**src/rtl/mul_div_unit.sv**
```systemverilog
// Iterative multiply/divide unit with HI/LO result registers.
// Multiplication uses one shift-add step per cycle and division uses one
// restoring shift-subtract step per cycle, both on operand magnitudes.
// The sign of each result is fixed up in the cycle that writes HI/LO.
module mul_div_unit #(
    parameter int unsigned WIDTH = 32
) (
    input  logic             clk,
    input  logic             reset,
    input  logic             start,
    input  logic [1:0]       op,
    input  logic [WIDTH-1:0] in1,
    input  logic [WIDTH-1:0] in2,
    input  logic             hiWe,
    input  logic             loWe,
    input  logic [WIDTH-1:0] wdata,
    output logic             busy,
    output logic             done,
    output logic             divZero,
    output logic [WIDTH-1:0] hi,
    output logic [WIDTH-1:0] lo
);

    localparam int unsigned CW = $clog2(WIDTH) + 1;
    localparam int unsigned AW = 2 * WIDTH;

    typedef enum logic [1:0] {
        S_IDLE = 2'd0,
        S_MUL  = 2'd1,
        S_DIV  = 2'd2,
        S_FIN  = 2'd3
    } state_t;

    state_t r_state;
    state_t w_state_nx;

    // r_acc holds {partial product} for MUL and {remainder, quotient} for DIV
    logic [AW-1:0]    r_acc;
    logic [WIDTH-1:0] r_opb;
    logic [CW-1:0]    r_cnt;
    logic             r_is_div;
    logic             r_neg_q;
    logic             r_neg_r;
    logic             r_dz;
    logic             r_busy;
    logic             r_done;
    logic             r_divzero;
    logic [WIDTH-1:0] r_hi;
    logic [WIDTH-1:0] r_lo;

    logic             w_load;
    logic             w_step;
    logic             w_fin;
    logic             w_dz_fin;
    logic             w_last;

    logic             w_a_neg;
    logic             w_b_neg;
    logic [WIDTH-1:0] w_a_mag;
    logic [WIDTH-1:0] w_b_mag;

    logic [WIDTH:0]   w_mul_sum;
    logic [AW-1:0]    w_mul_nx;
    logic [WIDTH:0]   w_rem_sh;
    logic [WIDTH:0]   w_rem_sub;
    logic             w_q_bit;
    logic [AW-1:0]    w_div_nx;

    logic [AW-1:0]    w_prod_neg;
    logic [WIDTH-1:0] w_quo;
    logic [WIDTH-1:0] w_rem;
    logic [WIDTH-1:0] w_res_hi;
    logic [WIDTH-1:0] w_res_lo;

    assign busy    = r_busy;
    assign done    = r_done;
    assign divZero = r_divzero;
    assign hi      = r_hi;
    assign lo      = r_lo;

    // Operand magnitudes; op[0] selects the signed variants
    always_comb begin
        w_a_neg = op[0] & in1[WIDTH-1];
        w_b_neg = op[0] & in2[WIDTH-1];
        w_a_mag = w_a_neg ? (~in1 + WIDTH'(1)) : in1;
        w_b_mag = w_b_neg ? (~in2 + WIDTH'(1)) : in2;
    end

    // One multiply step: conditionally add multiplicand to the upper half, shift right
    always_comb begin
        w_mul_sum = {1'b0, r_acc[AW-1:WIDTH]};
        if (r_acc[0]) begin
            w_mul_sum = {1'b0, r_acc[AW-1:WIDTH]} + {1'b0, r_opb};
        end
        w_mul_nx = {w_mul_sum, r_acc[WIDTH-1:1]};
    end

    // One restoring divide step: shift in next dividend bit, subtract if it fits
    always_comb begin
        w_rem_sh  = r_acc[AW-1:WIDTH-1];
        w_rem_sub = w_rem_sh - {1'b0, r_opb};
        w_q_bit   = ~w_rem_sub[WIDTH];
        w_div_nx  = {(w_q_bit ? w_rem_sub[WIDTH-1:0] : w_rem_sh[WIDTH-1:0]),
                     r_acc[WIDTH-2:0], w_q_bit};
    end

    // Sign-corrected results written into HI/LO on completion
    always_comb begin
        w_prod_neg = ~r_acc + AW'(1);
        w_quo      = r_acc[WIDTH-1:0];
        w_rem      = r_acc[AW-1:WIDTH];
        if (r_is_div) begin
            w_res_lo = r_neg_q ? (~w_quo + WIDTH'(1)) : w_quo;
            w_res_hi = r_neg_r ? (~w_rem + WIDTH'(1)) : w_rem;
        end else begin
            w_res_lo = r_neg_q ? w_prod_neg[WIDTH-1:0]  : r_acc[WIDTH-1:0];
            w_res_hi = r_neg_q ? w_prod_neg[AW-1:WIDTH] : r_acc[AW-1:WIDTH];
        end
    end

    assign w_last = (r_cnt == CW'(WIDTH - 1));

    // State register
    always_ff @(posedge clk or posedge reset) begin
        if (reset) begin
            r_state <= S_IDLE;
        end else begin
            r_state <= w_state_nx;
        end
    end

    // Next-state and step control
    always_comb begin
        w_state_nx = r_state;
        w_load     = 1'b0;
        w_step     = 1'b0;
        w_fin      = 1'b0;
        w_dz_fin   = 1'b0;
        case (r_state)
            S_IDLE: begin
                if (start) begin
                    w_load     = 1'b1;
                    w_state_nx = op[1] ? S_DIV : S_MUL;
                end
            end
            S_MUL: begin
                w_step = 1'b1;
                if (w_last) begin
                    w_state_nx = S_FIN;
                end
            end
            S_DIV: begin
                if (r_dz) begin
                    w_dz_fin   = 1'b1;
                    w_state_nx = S_IDLE;
                end else begin
                    w_step = 1'b1;
                    if (w_last) begin
                        w_state_nx = S_FIN;
                    end
                end
            end
            S_FIN: begin
                w_fin      = 1'b1;
                w_state_nx = S_IDLE;
            end
            default: begin
                w_state_nx = S_IDLE;
            end
        endcase
    end

    // Datapath: operand latch and per-cycle iteration
    always_ff @(posedge clk or posedge reset) begin
        if (reset) begin
            r_acc    <= '0;
            r_opb    <= '0;
            r_cnt    <= '0;
            r_is_div <= 1'b0;
            r_neg_q  <= 1'b0;
            r_neg_r  <= 1'b0;
            r_dz     <= 1'b0;
        end else if (w_load) begin
            r_acc    <= op[1] ? {WIDTH'(0), w_a_mag} : {WIDTH'(0), w_b_mag};
            r_opb    <= op[1] ? w_b_mag : w_a_mag;
            r_cnt    <= '0;
            r_is_div <= op[1];
            r_neg_q  <= w_a_neg ^ w_b_neg;
            r_neg_r  <= w_a_neg;
            r_dz     <= op[1] & (in2 == WIDTH'(0));
        end else if (w_step) begin
            r_acc <= r_is_div ? w_div_nx : w_mul_nx;
            r_cnt <= r_cnt + CW'(1);
        end
    end

    // Status outputs
    always_ff @(posedge clk or posedge reset) begin
        if (reset) begin
            r_busy    <= 1'b0;
            r_done    <= 1'b0;
            r_divzero <= 1'b0;
        end else begin
            r_busy <= (w_state_nx != S_IDLE);
            r_done <= w_fin | w_dz_fin;
            if (w_fin) begin
                r_divzero <= 1'b0;
            end else if (w_dz_fin) begin
                r_divzero <= 1'b1;
            end
        end
    end

    // HI/LO: a completing operation takes priority over a direct write
    always_ff @(posedge clk or posedge reset) begin
        if (reset) begin
            r_hi <= '0;
            r_lo <= '0;
        end else if (w_fin) begin
            r_hi <= w_res_hi;
            r_lo <= w_res_lo;
        end else begin
            if (hiWe) begin
                r_hi <= wdata;
            end
            if (loWe) begin
                r_lo <= wdata;
            end
        end
    end

endmodule

```
**config.mk**
```make
export PLATFORM = sky130hd
export DESIGN_NAME = mul_div_unit
export DESIGN_NICKNAME = d
export VERILOG_FILES = /design/src/rtl/mul_div_unit.sv
export SDC_FILE = /design/constraint.sdc
export NUM_CORES = 1
export LEC_CHECK = 0
export ABC_AREA = 1
export ABC_CLOCK_PERIOD_IN_PS = 5850
export BUFFER_PORTS_ARGS = -buffer_cell sky130_fd_sc_hd__clkbuf_2
export CAP_MARGIN = 15
export CORE_ASPECT_RATIO = 0.9
export CORE_UTILIZATION = 25
export CTS_BUF_LIST = sky130_fd_sc_hd__clkbuf_4
export CTS_CLUSTER_DIAMETER = 120
export DETAILED_ROUTE_END_ITERATION = 8
export GPL_ROUTABILITY_DRIVEN = 0
export SYNTH_ARGS = -nofsm -noshare
export SYNTH_HDL_FRONTEND = slang
export SYNTH_SLANG_ARGS = --single-unit
```
**constraint.sdc**
```tcl
create_clock -name clk -period 5.85 [get_ports clk]
set_clock_uncertainty 0.15 [all_clocks]
set_input_delay 0.585 -clock clk [delete_from_list [all_inputs] [get_ports clk]]
set_output_delay 0.585 -clock clk [all_outputs]
set_load 0.01 [all_outputs]
```
==> flow_metrics.py <==
metrics = {
    "sta": {
        "relSlewSlack": 0.2283,
        "slew_viol_final": 0,
        "finalSetupTns_ns": 0,
        "setup_viol": 0,
        "worst_slack_ns": 1.527,
        "grt_setup_unrepaired": "no",
        "worstMarginPinSlew_ns": 1.156,
        "fin_crit_ns": 4.323,
        "final_hold_viol_count": 0,
        "fmax_mhz": 231.3,
        "post-route-period-util": 0.7390,
    },
    "synth": {
        "synth.distinct_cells": 54,
        "synth_edf_count": 0,
        "netlist_area_sq_mm": 0.01850,
        "synth-seq-cells": 175,
        "yosysWarnings": 0,
        "synth_area_per_cell_sq_um": 5.805,
        "synth_cells": 3187,
        "async_flop_share": 1.000,
        "synth-main-ff-cell": "dfrtp_1",
        "syn-num-nets": 3366,
        "synth_seq_area_share": 0.2367,
    },
    "floorplan": {
        "pin_count": 170,
        "die_w_um": 288.7,
        "die_height_um": 260.1,
        "start_util": 0.2529,
        "num_rows": 94,
        "die-area_sq_mm": 0.07509,
        "core_area_sq_mm": 0.07316,
    },
    "power_and_ir_drop": {
        "ir_worst_vdd_uv": 342.0,
        "cellPowerDensity_mw_per_mm2": 560.8,
        "leakagePower_uw": 0.01105,
    },
    "clocking": {
        "cts_sinks": 175,
        "clockBufferDepth": 2,
        "cts_tree": "yes",
        "clk_pin_slew_worst_paths_ns": 0.17,
        "cts_hold_buf": 36,
        "clk-insertion-delay-late_ns": 0.77,
        "cts.htree.levels": 4,
        "cts_buffers": 17,
        "post_cts_resize_count": 0,
        "cts-root-buf": "clkbuf_4",
        "postCtsSetupRepairBufs": 0,
    },
    "critical_path": {
        "startpoint_type": "flip-flop",
        "crit_path_end_kind": "flip-flop",
        "crit_type": "flip-flop to flip-flop",
        "required_ns": 6.41,
        "critPathArrivalTime_ns": 4.88,
        "cp_max_fo": 59,
        "rrSetupSlack_ns": 1.53,
    },
    "detailed_routing": {
        "drtIter0Drc": 2548,
        "num_vias": 21420,
        "drt_wl_total_um": 77560,
        "via_per_inst": 4.972,
        "routedWlPerCell_um": 18.01,
        "post-route-drc-count": 0,
        "firstDrtPassIters": 9,
        "ant_nets": 0,
    },
    "flow_run": {
        "cap_violations": 0,
    },
    "cells_and_area": {
        "drive_gt1_frac": 0.08846,
        "num-nets-final": 3512,
        "post-route-util": 0.2864,
        "area_growth_pct": 13.27,
        "fillers": 8288,
    },
    "grt": {
        "grt_pass1_wl_um": 116100,
        "grt_antenna_before_repair": 2,
        "grtUsageTotal": 0.2036,
        "grt_max_degree": 89,
        "overflow": 0,
        "grt_pass1_vias": 19120,
    },
    "worst_hold_path": {
        "hold_class": "input pin to flip-flop",
    },
    "placed_design": {
        "hpwl_um": 61050,
        "place.port_buffers": 169,
        "dp_slack_ns": 1.861,
    },
    "run_status": {
        "outcome": "complete, no violations",
    },
}
==> worst paths after layout <==
| check | start | to | depth (start not counted) |
|---|---|---|---|
| setup / recovery | r_state[1] | r_opb[31] | 10 |
| hold / removal | in2[13] | r_opb[13] | 5 |
| setup reg to reg | r_state[1] | r_opb[31] | 10 |
| hold reg to reg | lo[24] | lo[24] | 2 |
| max in group asynchronous | reset | r_is_div | 4 |
| min in group asynchronous | reset | lo[1] | 3 |
==> cell usage in the layout (no fill, tap or decap), types with 37 or more instances in the layout <==
master / synthesis / routed
a21oi_1: 146 / 146
clkbuf_2: 0 / 169
dfrtp_1: 175 / 174
ha_1: 74 / 73
inv_1: 495 / 493
nand2_1: 1152 / 1152
nand3_1: 287 / 287
nor2_1: 262 / 260
nor3_1: 37 / 37
o211ai_1: 47 / 47
o21ai_0: 95 / 95
xor2_1: 56 / 56
==> routing by layer <==
layer | up-vias | track usage | share of wire
met5 | - | 0 | 0
li1 | 10430 | - | -
met2 | 1040 | 0.3067 | 0.43
met3 | 135 | 0.04456 | 0.10
met4 | 0 | 0.07076 | 0.035
met1 | 9808 | 0.2836 | 0.43
==> flip-flops by register name (all words and copies together) (netlist names) <==
register  cells
r_neg_q       1
busy          1
r_cnt         6
r_neg_r       1
r_acc        64
r_dz          1
r_opb        32
divZero       1
r_is_div      1
lo           32
done          1
hi           32
r_state       2
==> stage by stage <==
stage	total power, uW	area [sq um]	std cells	hold WS (ns)
floorplan	8128	18500	3187	0.3072
global placement	10600	20290	4238	0.3279
detailed placement	10660	20290	4238	0.3319
CTS	11510	20950	4306	0.001624
global route	12740	20960	4307	0.04122
finish	11750	20960	4307	0.06977
==> cells by family after synthesis <==
group | Yosys count | synth area share
AND/OR/NAND/NOR | 1853 | 0.4197
buffers and inverters | 612 | 0.1284
AO/OA/AOI/OAI | 397 | 0.1280
flip-flops | 175 | 0.2367
adder cells (fa/ha/maj) | 76 | 0.05221
XOR/XNOR | 74 | 0.03503
==> cells in the mapped netlist, types with 3 or more instances <==
library cell  instances  area (sq um)
a221oi_1             19         166.4
o22ai_1               5         31.28
nand2_2              16         100.1
clkbuf_1             66         247.7
xor2_1               56         490.5
buf_4                 3         22.52
and2_1                5         31.28
nand2_1            1152          4324
buf_1                 6         22.52
o21ai_1              19         95.09
or2_2                 6         37.54
dfrtp_1             175          4379
a31oi_1               8         50.05
buf_2                23         115.1
o211ai_1             47         352.8
nand2_4               4         45.04
o311ai_0              5         43.79
nor2_4                6         67.56
and3_1                6         37.54
nand4_1              36         225.2
o221ai_1             12         105.1
nor2_2                9         56.30
a21oi_1             146         730.7
inv_2                12         45.04
nor2_1              262         983.4
buf_6                 5         56.30
inv_1               495          1858
a22oi_1              18         135.1
nand3_1             287          1436
o31ai_1               3         22.52
o21ai_0              95         475.5
xnor2_1              18         157.7
o21bai_1             11         82.58
nor4_1                4         25.02
ha_1                 74         925.9
nor3_2                3         30.03
nand3b_1             12         90.09
nor3_1               37         185.2
==> critical path: stages, from the launching register on <==
cell and delay, ns:
dfrtp_1 0.43, inv_1 0.14, ha_1 0.16, nand2_1 0.38
inv_1 0.79, buf_4 0.35, nand2_1 0.19, inv_2 0.78
nand3_1 0.15, o211ai_1 0.13, dlygate4sd3_1 0.57
==> cell type report <==
type	count	area, sq um	area share
multi-input combinational	2400	11760	0.5611
sequential	175	4380	0.2090
inverter	509	1916	0.09141
timing repair buffer	230	1394	0.06652
tap	960	1201	0.05732
clock inverter	15	175.2	0.008359
clock buffer	17	127.6	0.006090
antenna	1	2.502	0.0001194
==> power by group <==
part | switching [uW] | internal, uW | total (uW)
registers | 986 | 1690 | 2680
logic | 5660 | 2610 | 8270
clock network | 533 | 267 | 800
total | 7180 | 4580 | 11800
(Power assumes the default switching activity.)
